==> config.mk <==
export PLATFORM = sky130hd
export DESIGN_NAME = axis_row_consumer_flat
export DESIGN_NICKNAME = d
export VERILOG_FILES = /design/src/rtl/axis_consumer_pkg.sv /design/src/rtl/axis_row_consumer_if.sv /design/src/rtl/axis_throughput_meter.sv /design/src/rtl/axis_row_consumer.sv /design/src/flat_wrapper.sv
export SDC_FILE = /design/constraint.sdc
export NUM_CORES = 1
export LEC_CHECK = 0
export ABC_AREA = 1
export CORE_AREA = 2 2 269 271
export DETAILED_ROUTE_END_ITERATION = 6
export DIE_AREA = 0 0 271 273
export PLACE_DENSITY_LB_ADDON = 0.05
export SYNTH_ARGS = -nofsm -noshare
export SYNTH_HDL_FRONTEND = slang
export SYNTH_SLANG_ARGS = --single-unit
export TNS_END_PERCENT = 100
==> constraint.sdc <==
create_clock -name clk -period 3.45 [get_ports clk]
set_clock_uncertainty 0.1 [all_clocks]
set_input_delay 0.8625 -clock clk [delete_from_list [all_inputs] [get_ports clk]]
set_output_delay 0.8625 -clock clk [all_outputs]
set_load 0.02 [all_outputs]
==> src/rtl/axis_consumer_pkg.sv <==
// Shared types and constants for the AXI-Stream row consumer: FSM states,
// AXI request field layout and the default request-beat magic value.
package axis_consumer_pkg;

    typedef enum logic [1:0] {
        IDLE,
        DATA,
        TRAILER,
        REQ_WAIT
    } row_state_t;

    localparam int REQ_WIDTH    = 72;
    localparam int REQ_ADDR_LSB = 0;
    localparam int REQ_DATA_LSB = 32;
    localparam int REQ_MODE_BIT = 64;

    localparam logic [63:0] REQ_MAGIC_DEFAULT = 64'hBEADCAFEFADEDBAD;

    function automatic logic [15:0] sat_inc16(input logic [15:0] value);
        return (value == 16'hFFFF) ? value : value + 16'd1;
    endfunction

endpackage

==> src/rtl/axis_row_consumer_if.sv <==
// Generic valid/ready stream bundle used for both the row input and the AXI request output.
interface axis_row_consumer_if #(
    parameter int WIDTH = 512
) ();
    logic [WIDTH-1:0] tdata;
    logic             tvalid;
    logic             tready;

    modport master (output tdata, output tvalid, input tready);
    modport slave  (input tdata, input tvalid, output tready);
endinterface

==> src/rtl/axis_throughput_meter.sv <==
// Sums accepted bytes over a window of CLK_HZ cycles and publishes the total in MiB (>> 20).
module axis_throughput_meter #(
    parameter int CLK_HZ  = 402832031,
    parameter int BYTES_W = 16
) (
    input  logic               clk,
    input  logic               reset,
    input  logic [BYTES_W-1:0] byte_inc,
    output logic [31:0]        mb_per_sec
);
    localparam int                CNT_W    = $clog2(CLK_HZ + 1);
    localparam logic [CNT_W-1:0]  LAST_CYC = CNT_W'(CLK_HZ - 1);

    logic [CNT_W-1:0] cycle_cnt;
    logic [39:0]      acc;
    logic [39:0]      acc_sum;

    // The closing cycle's bytes still belong to the window being reported.
    assign acc_sum = acc + 40'(byte_inc);

    always_ff @(posedge clk) begin
        if (reset) begin
            cycle_cnt  <= '0;
            acc        <= '0;
            mb_per_sec <= '0;
        end else if (cycle_cnt == LAST_CYC) begin
            mb_per_sec <= {12'd0, acc_sum[39:20]};
            acc        <= '0;
            cycle_cnt  <= '0;
        end else begin
            acc        <= acc_sum;
            cycle_cnt  <= cycle_cnt + CNT_W'(1);
        end
    end
endmodule

==> src/rtl/axis_row_consumer.sv <==
// Row packet sink with in-band AXI request forwarding, idle watchdog and throughput meter.
// Define ROW_SEQ_CHECK_EN to build the header row-sequence checker.
module axis_row_consumer
    import axis_consumer_pkg::*;
#(
    parameter int          DATA_WIDTH   = 512,
    parameter int          ROW_BEATS    = 32,
    parameter int          CLK_HZ       = 402832031,
    parameter int          IDLE_TIMEOUT = 400000000,
    parameter logic [63:0] REQ_MAGIC    = REQ_MAGIC_DEFAULT
) (
    input  logic                clk,
    input  logic                reset,
    axis_row_consumer_if.slave  axis_in,
    axis_row_consumer_if.master axi_req,
    output logic                lvds_data,
    output logic                row_complete,
    output logic [31:0]         rows_received,
    output logic [15:0]         timeout_count,
    output logic [15:0]         seq_error_count,
    output logic [31:0]         mb_per_sec
);
    localparam int              WD_W       = $clog2(IDLE_TIMEOUT + 1);
    localparam logic [WD_W-1:0] WD_RELOAD  = WD_W'(IDLE_TIMEOUT);
    localparam logic [15:0]     BEAT_BYTES = 16'(DATA_WIDTH / 8);
    localparam logic [7:0]      LAST_BEAT  = 8'(ROW_BEATS);

    row_state_t           state, state_n;
    logic [7:0]           beat_cnt, beat_cnt_n;
    logic [WD_W-1:0]      wd, wd_n;
    logic                 in_ready, in_ready_n;
    logic                 req_valid, req_valid_n;
    logic [REQ_WIDTH-1:0] req_data, req_data_n;
    logic                 lvds_n, row_done_n;
    logic [31:0]          rows_n;
    logic [15:0]          tmo_n;
    logic [15:0]          data_bytes;
    logic                 beat;
    logic                 is_magic;

    assign beat     = axis_in.tvalid & in_ready;
    assign is_magic = (axis_in.tdata[DATA_WIDTH-1 -: 64] == REQ_MAGIC);

    assign axis_in.tready = in_ready;
    assign axi_req.tvalid = req_valid;
    assign axi_req.tdata  = req_data;

    always_ff @(posedge clk) begin
        if (reset) begin
            state         <= IDLE;
            beat_cnt      <= '0;
            wd            <= '0;
            in_ready      <= 1'b0;
            req_valid     <= 1'b0;
            req_data      <= '0;
            lvds_data     <= 1'b0;
            row_complete  <= 1'b0;
            rows_received <= '0;
            timeout_count <= '0;
        end else begin
            state         <= state_n;
            beat_cnt      <= beat_cnt_n;
            wd            <= wd_n;
            in_ready      <= in_ready_n;
            req_valid     <= req_valid_n;
            req_data      <= req_data_n;
            lvds_data     <= lvds_n;
            row_complete  <= row_done_n;
            rows_received <= rows_n;
            timeout_count <= tmo_n;
        end
    end

    always_comb begin
        state_n     = state;
        beat_cnt_n  = beat_cnt;
        wd_n        = wd;
        req_valid_n = req_valid;
        req_data_n  = req_data;
        lvds_n      = 1'b0;
        row_done_n  = 1'b0;
        rows_n      = rows_received;
        tmo_n       = timeout_count;
        data_bytes  = '0;

        unique case (state)
            IDLE: begin
                if (beat && is_magic) begin
                    req_data_n                        = '0;
                    req_data_n[REQ_ADDR_LSB +: 32]    = axis_in.tdata[31:0];
                    req_data_n[REQ_DATA_LSB +: 32]    = axis_in.tdata[63:32];
                    req_data_n[REQ_MODE_BIT]          = axis_in.tdata[64];
                    req_valid_n                       = 1'b1;
                    state_n                           = REQ_WAIT;
                end else if (beat) begin
                    lvds_n     = 1'b1;
                    beat_cnt_n = 8'd1;
                    wd_n       = WD_RELOAD;
                    state_n    = DATA;
                end
            end
            REQ_WAIT: begin
                if (axi_req.tready) begin
                    req_valid_n = 1'b0;
                    state_n     = IDLE;
                end
            end
            DATA: begin
                if (beat) begin
                    data_bytes = BEAT_BYTES;
                    wd_n       = WD_RELOAD;
                    beat_cnt_n = beat_cnt + 8'd1;
                    if (beat_cnt == LAST_BEAT) begin
                        state_n = TRAILER;
                    end
                end
            end
            TRAILER: begin
                if (beat) begin
                    row_done_n = 1'b1;
                    rows_n     = rows_received + 32'd1;
                    state_n    = IDLE;
                end
            end
            default: state_n = IDLE;
        endcase

        // A beat arriving on the expiry cycle suppresses the abort.
        if ((state == DATA || state == TRAILER) && !beat) begin
            if (wd == '0) begin
                state_n = IDLE;
                tmo_n   = sat_inc16(timeout_count);
            end else begin
                wd_n = wd - WD_W'(1);
            end
        end

        in_ready_n = (state_n != REQ_WAIT);
    end

    axis_throughput_meter #(
        .CLK_HZ (CLK_HZ),
        .BYTES_W(16)
    ) meter_u (
        .clk       (clk),
        .reset     (reset),
        .byte_inc  (data_bytes),
        .mb_per_sec(mb_per_sec)
    );

`ifdef ROW_SEQ_CHECK_EN
    logic        hdr_accept;
    logic        seq_seen;
    logic [31:0] seq_expected;
    logic [15:0] seq_err;

    assign hdr_accept      = beat && (state == IDLE) && !is_magic;
    assign seq_error_count = seq_err;

    // Expected value advances on every header, so aborted rows still count.
    always_ff @(posedge clk) begin
        if (reset) begin
            seq_seen     <= 1'b0;
            seq_expected <= '0;
            seq_err      <= '0;
        end else if (hdr_accept) begin
            if (seq_seen && (axis_in.tdata[31:0] != seq_expected)) begin
                seq_err <= sat_inc16(seq_err);
            end
            seq_expected <= axis_in.tdata[31:0] + 32'd1;
            seq_seen     <= 1'b1;
        end
    end
`else
    assign seq_error_count = '0;
`endif

endmodule

==> src/flat_wrapper.sv <==
// flat-port wrapper written by rule: the top's interface ports become plain ports
module axis_row_consumer_flat import axis_consumer_pkg::*;
#(
    parameter int          DATA_WIDTH   = 512,
    parameter int          ROW_BEATS    = 32,
    parameter int          CLK_HZ       = 402832031,
    parameter int          IDLE_TIMEOUT = 400000000,
    parameter logic [63:0] REQ_MAGIC    = REQ_MAGIC_DEFAULT
)
  (clk, reset, lvds_data, row_complete, rows_received, timeout_count, seq_error_count, mb_per_sec, axis_in_tdata, axis_in_tvalid, axis_in_tready, axi_req_tdata, axi_req_tvalid, axi_req_tready);
  axis_row_consumer_if #(.WIDTH((512))) axis_in_i ();
  axis_row_consumer_if #(.WIDTH(72)) axi_req_i ();
  input  logic clk;
  input  logic reset;
  output logic lvds_data;
  output logic row_complete;
  output logic [31:0] rows_received;
  output logic [15:0] timeout_count;
  output logic [15:0] seq_error_count;
  output logic [31:0] mb_per_sec;
  input wire logic [$bits(axis_in_i.tdata)-1:0] axis_in_tdata;
  input wire logic [$bits(axis_in_i.tvalid)-1:0] axis_in_tvalid;
  output wire logic [$bits(axis_in_i.tready)-1:0] axis_in_tready;
  output wire logic [$bits(axi_req_i.tdata)-1:0] axi_req_tdata;
  output wire logic [$bits(axi_req_i.tvalid)-1:0] axi_req_tvalid;
  input wire logic [$bits(axi_req_i.tready)-1:0] axi_req_tready;
  assign axis_in_i.tdata = axis_in_tdata;
  assign axis_in_i.tvalid = axis_in_tvalid;
  assign axis_in_tready = axis_in_i.tready;
  assign axi_req_tdata = axi_req_i.tdata;
  assign axi_req_tvalid = axi_req_i.tvalid;
  assign axi_req_i.tready = axi_req_tready;
  axis_row_consumer #(.DATA_WIDTH(DATA_WIDTH), .ROW_BEATS(ROW_BEATS), .CLK_HZ(CLK_HZ), .IDLE_TIMEOUT(IDLE_TIMEOUT), .REQ_MAGIC(REQ_MAGIC)) u_core (.clk(clk), .reset(reset), .axis_in(axis_in_i), .axi_req(axi_req_i), .lvds_data(lvds_data), .row_complete(row_complete), .rows_received(rows_received), .timeout_count(timeout_count), .seq_error_count(seq_error_count), .mb_per_sec(mb_per_sec));
endmodule
### Yosys cells after proc, flatten, opt, wreduce, memory -nomap -nowiden

Cells that the tools add are included.

* output and inout port bits: 172
* register bits: 245

* bitwise logic cells: 4
* reduce and logical (&&, ||, !) cells: 16
* add/subtract/negate cells: 6
* eq/ne operators: 13
* multiplexer cells: 24

Operators with widths (number)
* $mux 29: 4
* $eq 64x64->1 const B: 1
* $pmux 29 s2: 1
* $add 40x16->40: 1
* $add 32x1->32 const B: 1
* $add 29x1->29 const B: 1
* $eq 29x29->1 const B: 1
* $logic_not 29->1: 1
* $sub 29x1->29 const B: 1
* $mux 8: 3
* $add 16x1->16 const B: 1
* $eq 16x16->1 const B: 1
* $mux 16: 1
* $mux 2: 8
* $pmux 8 s2: 1
* $add 8x1->8 const B: 1
* $eq 8x6->1 const B: 1
* $pmux 2 s4: 1
* $mux 7: 1
* $ne 2x1->1 const B: 3
* $ne 2x2->1 const B: 3
* $reduce_and 3->1: 2
* $eq 2x2->1 const B: 2
* $reduce_and 2->1: 2
* 13 further kinds: 20

### Depth between registers and ports, before layout

* depth in word-level cells: 7
* depth in mapped cells: 17

### Hierarchy

A second synthesis with hierarchy kept.

* cells, all modules: 2068
* area total of the unflattened synthesis: 13571.8 um2

By module, submodules not included
* axis_row_consumer: times used 1, area each 8175.3 um2, cells an instance 1187
* axis_throughput_meter: times used 1, area each 5396.4 um2, cells an instance 881

### Worst setup path after synthesis

OpenSTA, ideal clock, no wires.

* kind: input -> register
* from: in axis_in_tvalid
* to: reg u_core.meter_u.mb_per_sec[16]
* stages: 15
* path buffers: 0
* data arrival time: 2.629 ns
* slack: 0.663 ns
* required time: 3.292 ns
* path through: nand2_2 -> nor2_1 -> ha_1 -> ha_1 -> nand2_2 -> nor2_2 -> nand4_4 -> nor2_4 -> inv_2 -> nor2_4 -> nand2_1 -> or2_1 -> nand2_1 -> nand2_1 -> nand2_1

* longest elaborated chain between the ends: 4

Ends and longest elaborated chain
* start, declared: RTL line flat_wrapper.sv:22 `input wire logic [$bits(axis_in_i.tvalid)-1:0] axis_in_tvalid;`
* $and 1x1->1: RTL line axis_row_consumer.sv:41 `assign beat = axis_in.tvalid & in_ready;`
* $mux 7: RTL line axis_row_consumer.sv:109 `if (beat) begin`
* $mux 16: RTL line axis_row_consumer.sv:86 `unique case (state)`
* $add 40x16->40: RTL line axis_throughput_meter.sv:19 `assign acc_sum = acc + 40'(byte_inc);`
* end signal, assigned: RTL line axis_throughput_meter.sv:27 `mb_per_sec <= {12'd0, acc_sum[39:20]};`
* end, declared: RTL line axis_throughput_meter.sv:9 `output logic [31:0] mb_per_sec`

No other way between the ends.
A chain may end at the register's enable or synchronous reset.

### Worst setup path in the final report

* from: reg u_core.state[1]
* to: reg u_core.meter_u.mb_per_sec[10]

* longest elaborated chain between the ends: 3

Ends and longest elaborated chain
* start, declared: RTL line axis_row_consumer.sv:28 `row_state_t state, state_n;`
* start signal, assigned: RTL line axis_row_consumer.sv:61 `state <= state_n;`
* $eq 2x1->1: RTL line axis_row_consumer.sv:86
* $mux 16: RTL line axis_row_consumer.sv:86
* $add 40x16->40: RTL line axis_throughput_meter.sv:19

No other way between the ends.

==> summary.txt <==
status: finished, final reports clean
clock slew at reported path FFs: 60 ps
layout cells sized above 1: 7.70%
first-pass GRT wire length: 66300 um
WL per Instance: 14.0 um
hold buffer count at CTS: 0
Worst setup SP type: flip-flop
CTS resizes: 0
maximum clock insertion buffer count: 3
Seq/Total Area, Yosys: 39.4%
Max Cap Violations: 0
Synth cell types: 52
Synth Area in Simple Gates: 30.8%
dpl hpwl: 31400 um
Synth Area in Compound Gates: 12.2%
Final Wtd Congestion: 0.785
CORE AREA: 0.0710 mm2
maximum vdd ir drop: 0.272 mV
Final WS setup: 487 ps
total grt overflow: 0
final worst-path cycle share: 85.9%
critical-path cell list: inv_1 -> ha_1 -> inv_1 -> nor2_1 -> buf_4 -> ha_1 -> ha_1 -> nand2_2 -> nor2_2 -> nand4_4 -> nor2_4 -> nand4_1 -> buf_4 -> or2_1 -> nand2_1 -> nand2_1 -> nand2_1
Die Area: 0.0740 mm2
r2r startpoint: u_core.state[1]
critical path's top delay family: simple AND/OR/NAND/NOR gates
critical path class: flip-flop to flip-flop
Critical Path Stages: 17
Hold Path Depth: 2
WP data arrival: 3350 ps
post-synth top area share: 39.4%
Pleak: 6.10 nW
final critical-path required period: 2960 ps
asr flop ratio synth: 0%
hold_sp: u_core.axi_req.tdata[8]
die span in x: 271 um
Filler Cells Inserted: 7905
clk root buf: clkbuf_16
Post-Synth Adder-Cell Area: 1.34%
Worst Max-Slew Pin Slew: 566 ps
largest net degree at the start of global routing: 132
dominant cells by area after synthesis: dfxtp_1, nand2_1, inv_1
cell taking the most area after synthesis: dfxtp_1
Synth Warn #: 0
commonest non-fill, non-tap cell in the layout: nand2_1
register bit total from synthesis: 239
post-route ant nets: 0
CP required: 3840 ps
DRT Pass-1 Iters: 6
Final nets: 2568
Worst Hold Class: flip-flop to flip-flop
Routed WL: 42300 um
RSZ-0062 raised after global routing: false
Slew Limit Fails: 0
Mean Syn Cell Area: 6.92 um2
crit path buf inv count: 4
commonest cells after routing, fill and taps aside: nand2_1, clkdlybuf4s50_1, dfxtp_1
Ports: 688
Die Y: 273 um
# DRC: 0
Setup violations, final: 0
CTS Sinks: 239
Cell Area, Synth: 0.0122 mm2
largest family of logic cells by synthesized area: simple AND/OR/NAND/NOR gates
PortBufs: 269
via count: 11600
H-tree depth: 2
sum of negative setup slack: 0 ps
R2R depth: 17
Post-synth EDFFs: 0
Synth Flop Type: dfxtp_1
vias per inst: 3.85
CTS Buf Count: 34
setup slack after placement: -21.1 ps
setup bufs post-CTS: 0
cell row count: 98
Hold Path Sink: u_core.axi_req.tdata[8]
relative slew slack: 62.3%
Pwr Density: 509 mW/mm2
r2r endpoint: u_core.meter_u.mb_per_sec[10]
flop2flop setup slack: 490 ps
initial DRC count: 427
vias in the first global route: 11600
initial core utilization: 17.1%
crit-path max cell delay: 320 ps
final hold vios: 0
worst skew pair latency: 550 ps
FMAX: 338 MHz
total track usage: 11.3%
final non-filler cell total: 3018
CTS tree: done
mux contribution to synthesized area: 0%
Gate Count Post-Synth: 1756
number of placed cells counting well taps: 2953
CP endpoint kind: flip-flop
area added between synthesis and finish: 39.8%
initial antenna violation count: 2
crit-path max FO: 6
Post-Synth XOR/XNOR Area: 4.32%
critical-path cell with the highest stage delay: dfxtp_1
[per-layer routing]
| layer | vias up | GRT usage (%) | part of all wire [%] |
|---|---|---|---|
| met2 | 227 | 19.5 | 48 |
| met3 | 46 | 3.18 | 5.8 |
| li1 | 6128 | - | - |
| met5 | - | 0 | 0 |
| met4 | 0 | 3.17 | 2.1 |
| met1 | 5207 | 13.6 | 44 |
[final cells by class]
cell class / instances / area (um2) / share of cell area [%]
diodes: 3 / 7.51 / 0.0442
flip-flops and latches: 239 / 4780 / 28.2
multi-input cells: 1220 / 6060 / 35.7
clock inverters: 9 / 63.8 / 0.375
inverters: 246 / 928 / 5.46
repair buffers: 298 / 2960 / 17.4
clock buffers: 53 / 1000 / 5.90
well taps: 950 / 1190 / 6.99
[where the power goes]
| group | leakage, nW | switching, mW | total (mW) | internal (mW) |
|---|---|---|---|---|
| logic | 3.64 | 1.39 | 2.16 | 0.771 |
| clock network | 0.529 | 1.41 | 3.42 | 2.01 |
| registers | 1.93 | 0.151 | 3.07 | 2.92 |
| total | 6.10 | 2.96 | 8.65 | 5.69 |
[cells by family after synthesis]
| group | after synthesis |
|---|---|
| flip-flops | 239 |
| AO/OA/AOI/OAI | 291 |
| buffers and inverters | 331 |
| XOR/XNOR | 60 |
| adder cells (fa/ha/maj) | 13 |
| AND/OR/NAND/NOR | 821 |
| other | 1 |
[worst max-delay path by stage]
stage                                from                             to
after floorplan            axis_in_tvalid  u_core.meter_u.mb_per_sec[16]
after global placement     axis_in_tvalid  u_core.meter_u.mb_per_sec[18]
after detailed placement   axis_in_tvalid  u_core.meter_u.mb_per_sec[10]
after CTS                 u_core.state[1]  u_core.meter_u.mb_per_sec[10]
after global routing      u_core.state[1]  u_core.meter_u.mb_per_sec[18]
final                     u_core.state[1]  u_core.meter_u.mb_per_sec[10]
[metrics by stage]
stage	hold WS, ps	power (mW)	utilization [%]	cell area (um2)
2_1_floorplan	335	4.66	-	12300
3_3_place_gp	333	5.34	22.4	15900
3_5_place_dp	335	5.34	22.4	15900
4_1_cts	344	8.91	23.9	17000
5_1_grt	353	9.29	23.9	17000
6_report	342	8.65	23.9	17000
[worst register-to-register path, cell delays in order (launching register included)]
cell and delay (ps):
dfxtp_1 320, inv_1 120, ha_1 290, inv_1 140, nor2_1 130, buf_4 170, ha_1 190, ha_1 180
nand2_2 90, nor2_2 160, nand4_4 140, nor2_4 150, nand4_1 130, buf_4 160, or2_1 210, nand2_1 70
nand2_1 70, nand2_1 60
[cell usage after synthesis (all sizes together) (2+ instances only)]
cell,number
a21oi,143
and2,2
and3,2
buf,65
clkbuf,20
dfxtp,239
ha,13
inv,245
nand2,355
nand3,51
nand3b,5
nand4,55
nor2,255
nor3,70
nor3b,4
nor4,8
o211ai,2
o21ai,136
o21bai,2
or2,13
xnor2,24
xor2,36
[state kept, by name (all words and copies together), names as in the netlist]
name                       cells
u_core.axi_req.tdata          65
u_core.meter_u.acc            34
u_core.rows_received          32
u_core.meter_u.cycle_cnt      29
u_core.wd                     29
u_core.meter_u.mb_per_sec     20
u_core.timeout_count          16
u_core.beat_cnt                8
u_core.state                   2
u_core.axi_req.tvalid          1
u_core.axis_in.tready          1
u_core.lvds_data               1
u_core.row_complete            1
(Power assumes the default switching activity.)
